--- config.mk ---
export PLATFORM = sky130hd
export DESIGN_NAME = cpu_run_ctrl_flat
export DESIGN_NICKNAME = d
export VERILOG_FILES = /design/src/rtl/cpu_ctrl_pkg.sv /design/src/rtl/cpu_run_ctrl_if.sv /design/src/rtl/cpu_run_ctrl_sat_counter.sv /design/src/rtl/cpu_run_ctrl.sv /design/src/flat_wrapper.sv
export SDC_FILE = /design/constraint.sdc
export NUM_CORES = 1
export LEC_CHECK = 0
export CORE_ASPECT_RATIO = 0.5
export CORE_MARGIN = 3
export CORE_UTILIZATION = 49
export CTS_BUF_LIST = sky130_fd_sc_hd__clkbuf_16
export DETAILED_ROUTE_END_ITERATION = 10
export PLACE_DENSITY = 0.86
export SYNTH_ARGS = -nofsm -noshare
export SYNTH_HDL_FRONTEND = slang
export SYNTH_SLANG_ARGS = --single-unit
--- constraint.sdc ---
create_clock -name clk -period 5.35 [get_ports clk]
set_input_delay 1.3375 -clock clk [delete_from_list [all_inputs] [get_ports clk]]
set_output_delay 1.3375 -clock clk [all_outputs]
set_load 0.02 [all_outputs]
--- src/rtl/cpu_ctrl_pkg.sv ---
// Shared encodings and command legality table for the CPU run/debug controller.
package cpu_ctrl_pkg;

  localparam int unsigned ADDR_W_DEF  = 8;
  localparam int unsigned INSTR_W_DEF = 16;
  localparam int unsigned CYC_W_DEF   = 16;
  localparam logic [15:0] TIMEOUT_DEF = 16'hFFFF;

  typedef enum logic [2:0] {
    ST_IDLE  = 3'd0,
    ST_LOAD  = 3'd1,
    ST_RUN   = 3'd2,
    ST_STEP  = 3'd3,
    ST_PAUSE = 3'd4,
    ST_HALT  = 3'd5,
    ST_TMO   = 3'd6
  } state_e;

  localparam logic [2:0] CMD_RESET = 3'd0;
  localparam logic [2:0] CMD_LOAD  = 3'd1;
  localparam logic [2:0] CMD_RUN   = 3'd2;
  localparam logic [2:0] CMD_STEP  = 3'd3;
  localparam logic [2:0] CMD_PAUSE = 3'd4;

  typedef struct packed {
    logic   ok;
    state_e nxt;
  } cmd_res_t;

  // Command legality and target state; ok=0 means the command is rejected.
  function automatic cmd_res_t cmd_lookup(input state_e st, input logic [2:0] c);
    cmd_res_t r;
    r.ok  = 1'b0;
    r.nxt = st;
    case (st)
      ST_IDLE: begin
        case (c)
          CMD_RESET: r.ok = 1'b1;
          CMD_LOAD:  begin r.ok = 1'b1; r.nxt = ST_LOAD; end
          CMD_RUN:   begin r.ok = 1'b1; r.nxt = ST_RUN;  end
          CMD_STEP:  begin r.ok = 1'b1; r.nxt = ST_STEP; end
          default:   r.ok = 1'b0;
        endcase
      end
      ST_RUN: begin
        case (c)
          CMD_PAUSE: begin r.ok = 1'b1; r.nxt = ST_PAUSE; end
          CMD_RESET: begin r.ok = 1'b1; r.nxt = ST_IDLE;  end
          default:   r.ok = 1'b0;
        endcase
      end
      ST_PAUSE: begin
        case (c)
          CMD_RUN:   begin r.ok = 1'b1; r.nxt = ST_RUN;  end
          CMD_STEP:  begin r.ok = 1'b1; r.nxt = ST_STEP; end
          CMD_PAUSE: r.ok = 1'b1;
          CMD_RESET: begin r.ok = 1'b1; r.nxt = ST_IDLE; end
          default:   r.ok = 1'b0;
        endcase
      end
      ST_HALT, ST_TMO: begin
        case (c)
          CMD_RESET: begin r.ok = 1'b1; r.nxt = ST_IDLE; end
          CMD_LOAD:  begin r.ok = 1'b1; r.nxt = ST_LOAD; end
          default:   r.ok = 1'b0;
        endcase
      end
      default: r.ok = 1'b0;
    endcase
    return r;
  endfunction

endpackage

--- src/rtl/cpu_run_ctrl_if.sv ---
// Host/debug command, program-load and CPU control bundle for cpu_run_ctrl.
interface cpu_run_ctrl_if #(
  parameter int unsigned ADDR_W  = 8,
  parameter int unsigned INSTR_W = 16,
  parameter int unsigned CYC_W   = 16
);
  logic               cmd_valid;
  logic               cmd_ready;
  logic [2:0]         cmd;
  logic               ld_valid;
  logic               ld_ready;
  logic [INSTR_W-1:0] ld_data;
  logic               ld_last;
  logic               cpu_halted;
  logic               cpu_rst;
  logic               cpu_en;
  logic               imem_we;
  logic [ADDR_W-1:0]  imem_waddr;
  logic [INSTR_W-1:0] imem_wdata;
  logic [2:0]         state;
  logic [CYC_W-1:0]   cycle_cnt;
  logic               cmd_err;
  logic               done;

  modport master (
    output cmd_valid, cmd, ld_valid, ld_data, ld_last, cpu_halted,
    input  cmd_ready, ld_ready, cpu_rst, cpu_en, imem_we, imem_waddr,
           imem_wdata, state, cycle_cnt, cmd_err, done
  );

  modport slave (
    input  cmd_valid, cmd, ld_valid, ld_data, ld_last, cpu_halted,
    output cmd_ready, ld_ready, cpu_rst, cpu_en, imem_we, imem_waddr,
           imem_wdata, state, cycle_cnt, cmd_err, done
  );
endinterface

--- src/rtl/cpu_run_ctrl_sat_counter.sv ---
// Up-counter with synchronous clear that holds at all-ones.
module sat_counter #(
  parameter int unsigned W = 16
) (
  input  logic         clk,
  input  logic         rst,
  input  logic         clr,
  input  logic         en,
  output logic [W-1:0] cnt
);
  always_ff @(posedge clk or posedge rst) begin
    if (rst)                          cnt <= '0;
    else if (clr)                     cnt <= '0;
    else if (en && cnt != {W{1'b1}})  cnt <= cnt + W'(1);
  end
endmodule

--- src/rtl/cpu_run_ctrl.sv ---
// Run/debug controller: owns CPU reset/enable, program load, halt and timeout detection.
module cpu_run_ctrl
  import cpu_ctrl_pkg::*;
#(
  parameter int unsigned      ADDR_W  = ADDR_W_DEF,
  parameter int unsigned      INSTR_W = INSTR_W_DEF,
  parameter int unsigned      CYC_W   = CYC_W_DEF,
  parameter logic [CYC_W-1:0] TIMEOUT = CYC_W'(TIMEOUT_DEF)
) (
  input logic           clk,
  input logic           rst,
  cpu_run_ctrl_if.slave bus
);
  state_e            st, nxt;
  cmd_res_t          res;
  logic              acc, beat, load_end, tmo_hit, err_c, clr_c;
  logic              cpu_rst_q, err_q, done_q;
  logic [ADDR_W-1:0] waddr_q;
  logic [CYC_W-1:0]  cnt;

  assign bus.cmd_ready  = st inside {ST_IDLE, ST_RUN, ST_PAUSE, ST_HALT, ST_TMO};
  assign bus.ld_ready   = (st == ST_LOAD);
  assign bus.cpu_en     = (st == ST_RUN || st == ST_STEP) && !bus.cpu_halted;
  assign bus.imem_we    = bus.ld_valid & bus.ld_ready;
  assign bus.imem_wdata = bus.ld_data;
  assign bus.imem_waddr = waddr_q;
  assign bus.state      = st;
  assign bus.cycle_cnt  = cnt;
  assign bus.cpu_rst    = cpu_rst_q;
  assign bus.cmd_err    = err_q;
  assign bus.done       = done_q;

  assign res      = cmd_lookup(st, bus.cmd);
  assign acc      = bus.cmd_valid & bus.cmd_ready;
  assign beat     = bus.imem_we;
  assign load_end = beat & (bus.ld_last | (waddr_q == {ADDR_W{1'b1}}));
  assign tmo_hit  = bus.cpu_en && (cnt == TIMEOUT - CYC_W'(1));

  // Halt and timeout pre-empt any command arriving in the same cycle.
  always_comb begin
    nxt   = st;
    err_c = acc & ~res.ok;
    clr_c = acc & res.ok &
            ((res.nxt == ST_LOAD) | ((st == ST_IDLE) & (res.nxt inside {ST_RUN, ST_STEP})));
    case (st)
      ST_LOAD:  if (load_end) nxt = ST_IDLE;
      ST_STEP:  nxt = bus.cpu_halted ? ST_HALT : ST_PAUSE;
      ST_RUN: begin
        if (bus.cpu_halted)     nxt = ST_HALT;
        else if (tmo_hit)       nxt = ST_TMO;
        else if (acc && res.ok) nxt = res.nxt;
      end
      ST_PAUSE: begin
        if (bus.cpu_halted)     nxt = ST_HALT;
        else if (acc && res.ok) nxt = res.nxt;
      end
      default:  if (acc && res.ok) nxt = res.nxt;
    endcase
  end

  always_ff @(posedge clk or posedge rst) begin
    if (rst) begin
      st        <= ST_IDLE;
      cpu_rst_q <= 1'b1;
      waddr_q   <= '0;
      err_q     <= 1'b0;
      done_q    <= 1'b0;
    end else begin
      st        <= nxt;
      cpu_rst_q <= (nxt == ST_IDLE) || (nxt == ST_LOAD);
      err_q     <= err_c;
      done_q    <= (nxt == ST_HALT || nxt == ST_TMO) && (st != nxt);
      if (st != ST_LOAD && nxt == ST_LOAD) waddr_q <= '0;
      else if (beat)                       waddr_q <= load_end ? '0 : waddr_q + ADDR_W'(1);
    end
  end

  sat_counter #(.W(CYC_W)) u_cycles (
    .clk (clk),
    .rst (rst),
    .clr (clr_c),
    .en  (bus.cpu_en),
    .cnt (cnt)
  );
endmodule

--- src/flat_wrapper.sv ---
// flat-port wrapper written by rule: the top's interface ports become plain ports
module cpu_run_ctrl_flat import cpu_ctrl_pkg::*;
#(
  parameter int unsigned      ADDR_W  = ADDR_W_DEF,
  parameter int unsigned      INSTR_W = INSTR_W_DEF,
  parameter int unsigned      CYC_W   = CYC_W_DEF,
  parameter logic [CYC_W-1:0] TIMEOUT = CYC_W'(TIMEOUT_DEF)
)
  (clk, rst, bus_cmd_valid, bus_cmd, bus_ld_valid, bus_ld_data, bus_ld_last, bus_cpu_halted, bus_cmd_ready, bus_ld_ready, bus_cpu_rst, bus_cpu_en, bus_imem_we, bus_imem_waddr, bus_imem_wdata, bus_state, bus_cycle_cnt, bus_cmd_err, bus_done);
  cpu_run_ctrl_if #(.ADDR_W(ADDR_W), .INSTR_W(INSTR_W), .CYC_W(CYC_W)) bus_i ();
  input logic clk;
  input logic rst;
  input wire logic [$bits(bus_i.cmd_valid)-1:0] bus_cmd_valid;
  input wire logic [$bits(bus_i.cmd)-1:0] bus_cmd;
  input wire logic [$bits(bus_i.ld_valid)-1:0] bus_ld_valid;
  input wire logic [$bits(bus_i.ld_data)-1:0] bus_ld_data;
  input wire logic [$bits(bus_i.ld_last)-1:0] bus_ld_last;
  input wire logic [$bits(bus_i.cpu_halted)-1:0] bus_cpu_halted;
  output wire logic [$bits(bus_i.cmd_ready)-1:0] bus_cmd_ready;
  output wire logic [$bits(bus_i.ld_ready)-1:0] bus_ld_ready;
  output wire logic [$bits(bus_i.cpu_rst)-1:0] bus_cpu_rst;
  output wire logic [$bits(bus_i.cpu_en)-1:0] bus_cpu_en;
  output wire logic [$bits(bus_i.imem_we)-1:0] bus_imem_we;
  output wire logic [$bits(bus_i.imem_waddr)-1:0] bus_imem_waddr;
  output wire logic [$bits(bus_i.imem_wdata)-1:0] bus_imem_wdata;
  output wire logic [$bits(bus_i.state)-1:0] bus_state;
  output wire logic [$bits(bus_i.cycle_cnt)-1:0] bus_cycle_cnt;
  output wire logic [$bits(bus_i.cmd_err)-1:0] bus_cmd_err;
  output wire logic [$bits(bus_i.done)-1:0] bus_done;
  assign bus_i.cmd_valid = bus_cmd_valid;
  assign bus_i.cmd = bus_cmd;
  assign bus_i.ld_valid = bus_ld_valid;
  assign bus_i.ld_data = bus_ld_data;
  assign bus_i.ld_last = bus_ld_last;
  assign bus_i.cpu_halted = bus_cpu_halted;
  assign bus_cmd_ready = bus_i.cmd_ready;
  assign bus_ld_ready = bus_i.ld_ready;
  assign bus_cpu_rst = bus_i.cpu_rst;
  assign bus_cpu_en = bus_i.cpu_en;
  assign bus_imem_we = bus_i.imem_we;
  assign bus_imem_waddr = bus_i.imem_waddr;
  assign bus_imem_wdata = bus_i.imem_wdata;
  assign bus_state = bus_i.state;
  assign bus_cycle_cnt = bus_i.cycle_cnt;
  assign bus_cmd_err = bus_i.cmd_err;
  assign bus_done = bus_i.done;
  cpu_run_ctrl #(.ADDR_W(ADDR_W), .INSTR_W(INSTR_W), .CYC_W(CYC_W), .TIMEOUT(TIMEOUT)) u_core (.clk(clk), .rst(rst), .bus(bus_i));
endmodule
==> impl_metrics.ini, run 1 <==
[drt]
routed_via_density = 5.64
drc = 0
drtAntennaViolNets = 0
dr.pass1.iters = 4
drt_iter0_markers = 141
drt-total-wl_um = 4690
post_drt_wl_per_cell_um = 15.1
num_vias = 1753

[setup_path]
cpMostUsedCell = clkdlybuf4s50_1
worst_setup_path_end_kind = output pin
crit_fanout = 6
critPathTopFamily = buffers and inverters
cpPeakStageDelay_ps = 650
path_class = in2out
cp_cell_sequence = clkdlybuf4s50_1 > nor3b_2 > clkdlybuf4s50_1
cp_num_buf_inv = 2
critPathLaunchType = primary input
arrival_ps = 2770
required_ps = 4010
slowest_stage = clkdlybuf4s50_1

[global_routing]
grt-ovfl-total = 0
antenna_found_initial = 0
grt_most_used_layer = met2
grt_max_degree = 31
track_usage_pct = 19.1
globalRouteMet3Util_pct = 5.31
grt_pass1_vias = 1692
grt_use_met1_pct = 23.7
grt_util_met2_pct = 31.4
grt_pass1_wl_um = 7760

[synth]
synth_fp_nets = 260
synthMuxAreaShare_pct = 0.472
yosys_most_used_dff = dfrtp_1
synth-edff-count = 0
ys_ff_latch = 30
synth_area_mm2 = 0.00212
synth_xor_area_share_pct = 8.25
syn_area_per_cell_um2 = 9.15
synth-seq-area-share_pct = 35.4
synth_compound_area_share_pct = 17.6
synthSimpleGateAreaFrac_pct = 26.4
yosysUniqueCellTypes = 61
synthArstFlopShare_pct = 100
synth_fa_ha_area_share_pct = 1.77
synth_top_family_by_area = simple AND/OR/NAND/NOR gates
ys_warn_count = 0
synth_cells = 232

[clock_tree]
root_buffer = clkbuf_16
cts_buffer_depth = 2
postCtsSetupBuffers = 0
cts_max_level = 2
cts_num_sinks = 30
clock_latency_ps = 270
cts_tree = yes
ctsHoldBuffers = 0
post_cts_resized = 0
clk_pin_slew_worst_paths_ps = 40
cts_buffers = 5

[worst_hold_path]
hold_class = reg2reg

[final_layout]
drive_gt1_share_pct = 9.73
fill_cells = 342
layout.cells.non_filler = 311
final_nets = 284
n_antenna_cell = 0
area_growth_pct = 21.3

[pwr]
ir_worst_vdd_mv = 0.158
power.density_mw_per_mm2 = 392
leakagePower_nw = 1.02

[outcome]
outcome = complete, no violations

[placement]
dp.cells = 303
post-dp-hpwl_um = 3410
routabilityCongestion = 0.836
port_buffers = 42

[sta]
rsz0062_at_grt = no
fin_skew_ps = 7.21
slew_viol_final = 0
finalSetupViolCount = 0
max_freq_ghz = 0.243
min_period_ps = 4110
max_slew_margin_pct = 25.8
post-route-period-util_pct = 76.8
worst_pin_slew_ps = 1110
hold_viol_final = 0
setup_tns_ps = 0

[die]
design.core.area_mm2 = 0.00402
die_w_um = 99.1
initial_core_util_pct = 52.7
std_cell_rows = 16
die_y_um = 52.5
die_area_mm2 = 0.00520
io_pins = 75

[job]
max-cap-violations = 0
==> cells in the final DEF, fill, tap and decap left out, types with 2 or more instances in the layout <==
cell,Yosys,layout
clkdlybuf4s50_1,0,42
dfrtp_1,29,29
nor2_1,25,25
nand2_1,16,16
xnor2_1,11,11
inv_1,9,10
o21ai_0,9,9
xor2_1,9,9
nor3_1,9,9
a21oi_1,8,8
nand4_1,6,6
and4_1,5,5
nand2b_1,5,5
clkbuf_16,0,5
nand3_1,4,4
a211oi_1,4,4
or3_1,4,4
and3_1,3,3
nor3b_2,3,3
nor2b_1,3,3
ha_1,3,3
a21boi_0,2,2
inv_2,2,2
nor3b_1,2,2
o21ai_1,2,2
o21bai_1,2,2
==> per-layer routing <==
metal	wire length (um)	up-vias
met4	86	0
met1	2160	824
li1	-	854
met5	0	-
met3	266	21
met2	2170	54
==> report_power, final <==
| group | switching, W | leakage (nW) | total [W] | internal [W] |
|---|---|---|---|---|
| clock network | 0.0000896 | 0.0724 | 0.000257 | 0.000167 |
| logic | 0.000221 | 0.546 | 0.000420 | 0.000199 |
| registers | 0.0000707 | 0.406 | 0.000333 | 0.000262 |
| total | 0.000382 | 1.02 | 0.00101 | 0.000628 |
==> worst reg2reg max path: cells and delay by family (launching register included) <==
family	cells	cell delay, ps
compound gates	3	710
flops	1	790
simple gates	3	1090
==> kinds of logic (layout without fill, tap and decap cells) <==
kind of cell               after synthesis  count (layout)
DFF                                     30              30
buffers and inverters                   36              61
and+or+nand+nor                         96              96
AOI/OAI and AO/OA                       46              46
muxes                                    1               1
xor gates and xnor gates                20              20
adders and majority gates                3               3
==> path summary, 6_finish.rpt <==
path | start | to | slack [ps] | cells past startpoint
setup / recovery | bus_cpu_halted | bus_cpu_en | 1240 | 3
hold / removal | u_core.bus.imem_waddr[1] | u_core.bus.imem_waddr[1] | 580 | 2
setup reg to reg | u_core.bus.state[2] | u_core.bus.imem_waddr[3] | 2610 | 6
hold reg to reg | u_core.bus.imem_waddr[1] | u_core.bus.imem_waddr[1] | 580 | 2
max in group asynchronous | rst | u_core.bus.cmd_err | 3030 | 2
min in group asynchronous | rst | u_core.u_cycles.cnt[12] | 1650 | 2
==> flip-flops by register name, summed over array words and instances, names as in the netlist <==
signal and count:
u_core.bus.state 3, u_core.bus.done 1, u_core.bus.cmd_err 1, u_core.bus.imem_waddr 8
u_core.bus.cpu_rst 1, u_core.u_cycles.cnt 16
==> area by class of cell <==
class	count	area (um^2)	area share, %
sequential	30	752	29.2
timing repair buffer	42	420	16.3
clock buffer	5	125	4.86
tap	54	67.6	2.63
inverter	11	41.3	1.60
clock inverter	3	12.5	0.486
multi-input combinational	166	1150	44.9
==> stage by stage <==
step | total power [W] | hold slack, ps | util [%] | area (um^2) | worst slack [ps]
after floorplan | 0.000640 | 658 | - | 2120 | 2280
after global placement | 0.000746 | 549 | 60.5 | 2440 | 1270
after detailed placement | 0.000756 | 561 | 60.5 | 2440 | 1250
after CTS | 0.00102 | 578 | 64.0 | 2570 | 1250
after global routing | 0.00107 | 609 | 64.0 | 2570 | 1160
final | 0.00101 | 576 | 64.0 | 2570 | 1240
==> Yosys cell counts (all sizes together), types with 5 or more instances <==
library cell   n  area (um^2)
buf           21          159
xnor2         11         96.3
xor2           9         78.8
inv           11         41.3
and4           5         43.8
a21oi          8         40.0
nor2          26          100
dfrtp         29          726
nand2b         5         31.3
nor3           9         45.0
nor3b          5         52.6
nand3          5         37.5
nand2         16         60.1
o21ai         11         55.1
nand4          6         37.5
(Power assumes the default switching activity.)
==> run 2: changes to the inputs <==
Settings changed: CORE_UTILIZATION 49 to 41, PLACE_DENSITY 0.86 to 0.77.
Clock period 5.35 ns to 3.7 ns, I/O delays scaled along.
==> run 2 against run 1 <==
Compared with the run above:
- final cell count rose by 5.1%
- critical endpoint unchanged
- die area increased by 18%
- largest power group unchanged
- critical path type unchanged
- utilization is 8.0 points lower
- clock power is 47% higher
==> impl_metrics.ini, run 2 (synthesis gave the netlist of run 1 again) <==
[final_layout]
fill_cells = 426
largest_register_ff_count = 16
final_cell_mix = clkdlybuf4s50_1, dfrtp_1, nor2_1
n_antenna_cell = 0
fin_area_mm2 = 0.00262
layout_commonest_cell = clkdlybuf4s50_1
drive_gt1_share_pct = 11.1
final_nets = 288
area_growth_pct = 23.4
regMostFlops = u_core.u_cycles.cnt

[global_routing]
grt_pass1_vias = 1696
grt-ovfl-total = 0
antenna_found_initial = 0
grt_max_degree = 31
track_usage_pct = 17.0
grt_pass1_wl_um = 8320

[clock_tree]
postCtsSetupBuffers = 0
cts_num_sinks = 30
cts_buffers = 5
clk_pin_slew_worst_paths_ps = 50
clock_latency_ps = 280
post_cts_resized = 0
ctsHoldBuffers = 0
cts_max_level = 2
root_buffer = clkbuf_16
cts_tree = yes
cts_buffer_depth = 2

[pwr]
leakagePower_nw = 1.04
ir_worst_vdd_mv = 0.235
p_int_w = 0.000921
power.density_mw_per_mm2 = 570
net-switching-power_w = 0.000571
p_total_w = 0.00149
swShare_pct = 38.3
comb_power_share_pct = 44.1
clock_power_share_pct = 25.4
power_frac_seq_pct = 30.5

[sta]
min_period_ps = 3290
max_freq_ghz = 0.304
max_slew_margin_pct = 63.4
fin_skew_ps = 4.31
slew_viol_final = 0
post-route-period-util_pct = 89.0
rsz0062_at_grt = no
setup_tns_ps = 0
hold_viol_final = 0
finalSetupViolCount = 0
worst_pin_slew_ps = 549

[drt]
post_drt_wl_per_cell_um = 14.9
drt_iter0_markers = 95
drtAntennaViolNets = 0
drc = 0
num_vias = 1775
routed_via_density = 5.43
drt-total-wl_um = 4870
dr.pass1.iters = 4

[die]
die_w_um = 108
die_area_mm2 = 0.00613
die_y_um = 56.9
io_pins = 75
std_cell_rows = 17
initial_core_util_pct = 45.3
design.core.area_mm2 = 0.00468

[worst_hold_path]
hold_class = reg2reg

[setup_path]
crit_fanout = 6
critPathLaunchType = primary input
slowest_stage = clkdlybuf4s50_1
arrival_ps = 2370
critPathTopFamily = buffers and inverters
cpPeakStageDelay_ps = 650
reg2reg_slack_ps = 1150
cp_num_buf_inv = 2
path_class = in2out
cpMostUsedCell = clkdlybuf4s50_1
cp_cell_sequence = clkdlybuf4s50_1 > nor3b_2 > clkdlybuf4s50_1
required_ps = 2770
worst_setup_path_end_kind = output pin

[placement]
dpl-instance-area_mm2 = 0.00248
port_buffers = 42
post-dp-hpwl_um = 3620
routabilityCongestion = 0.837

[outcome]
outcome = complete, no violations

[job]
max-cap-violations = 0
## run 2: cell count changes in the layout (fill, tap and decap cells not counted)
cell and change:
buf_4 +4
## run 2: power by group through the flow
| stage | logic [W] | registers (W) | clock network, W |
|---|---|---|---|
| 3_3_place_gp | 0.000644 | 0.000458 | 0 |
| 4_1_cts | 0.000659 | 0.000454 | 0.000390 |
| 3_5_place_dp | 0.000657 | 0.000459 | 0 |
| 2_1_floorplan | 0.000437 | 0.000489 | 0 |
| 5_1_grt | 0.000716 | 0.000466 | 0.000401 |
| 6_report | 0.000658 | 0.000455 | 0.000378 |
## run 2: final timing paths
check,cells past startpoint,startpoint,endpoint
min in group asynchronous,3,rst,u_core.u_cycles.cnt[15]
max,3,bus_cpu_halted,bus_cpu_en
max reg2reg,6,u_core.bus.state[1],u_core.bus.imem_waddr[7]
max in group asynchronous,3,rst,u_core.bus.cpu_rst
min reg2reg,2,u_core.bus.imem_waddr[5],u_core.bus.imem_waddr[5]
min,2,u_core.bus.imem_waddr[5],u_core.bus.imem_waddr[5]
## run 2: final cells by class
cell class / count / area (um^2) / area share [%]
inverter: 11 / 41.3 / 1.58
tap: 66 / 82.6 / 3.15
sequential: 30 / 752 / 28.7
timing repair buffer: 46 / 450 / 17.2
clock buffer: 5 / 125 / 4.78
clock inverter: 3 / 12.5 / 0.478
multi-input combinational: 166 / 1150 / 44.1
## run 2: tightest hold or removal path: cells and delay by family (launching register included)
| kind | cells | cell delay (ps) |
|---|---|---|
| DFF | 1 | 370 |
| and+or+nand+nor | 1 | 50 |
| xor gates and xnor gates | 1 | 130 |
## run 2: metal layers
layer	track usage [%]	up-vias	wire length [um]
met1	22.7	845	2290
met4	7.73	0	108
met3	4.36	22	274
met5	0	-	0
li1	-	865	-
met2	25.9	43	2200
## run 2: stage by stage
step                setup WS (ps)  std cells  utilization (%)  hold slack, ps
floorplan                    1040        232                -             658
global placement              382        319             53.0             549
detailed placement            273        319             53.0             568
CTS                           380        327             56.0             580
global route                  265        327             56.0             611
finish                        408        327             56.0             585
==> run 3: changes to the inputs <==
Settings changed: SLEW_MARGIN set to 20.
==> results of run 3 <==
Final layout, timing and power as in run 2 (identical DEF).
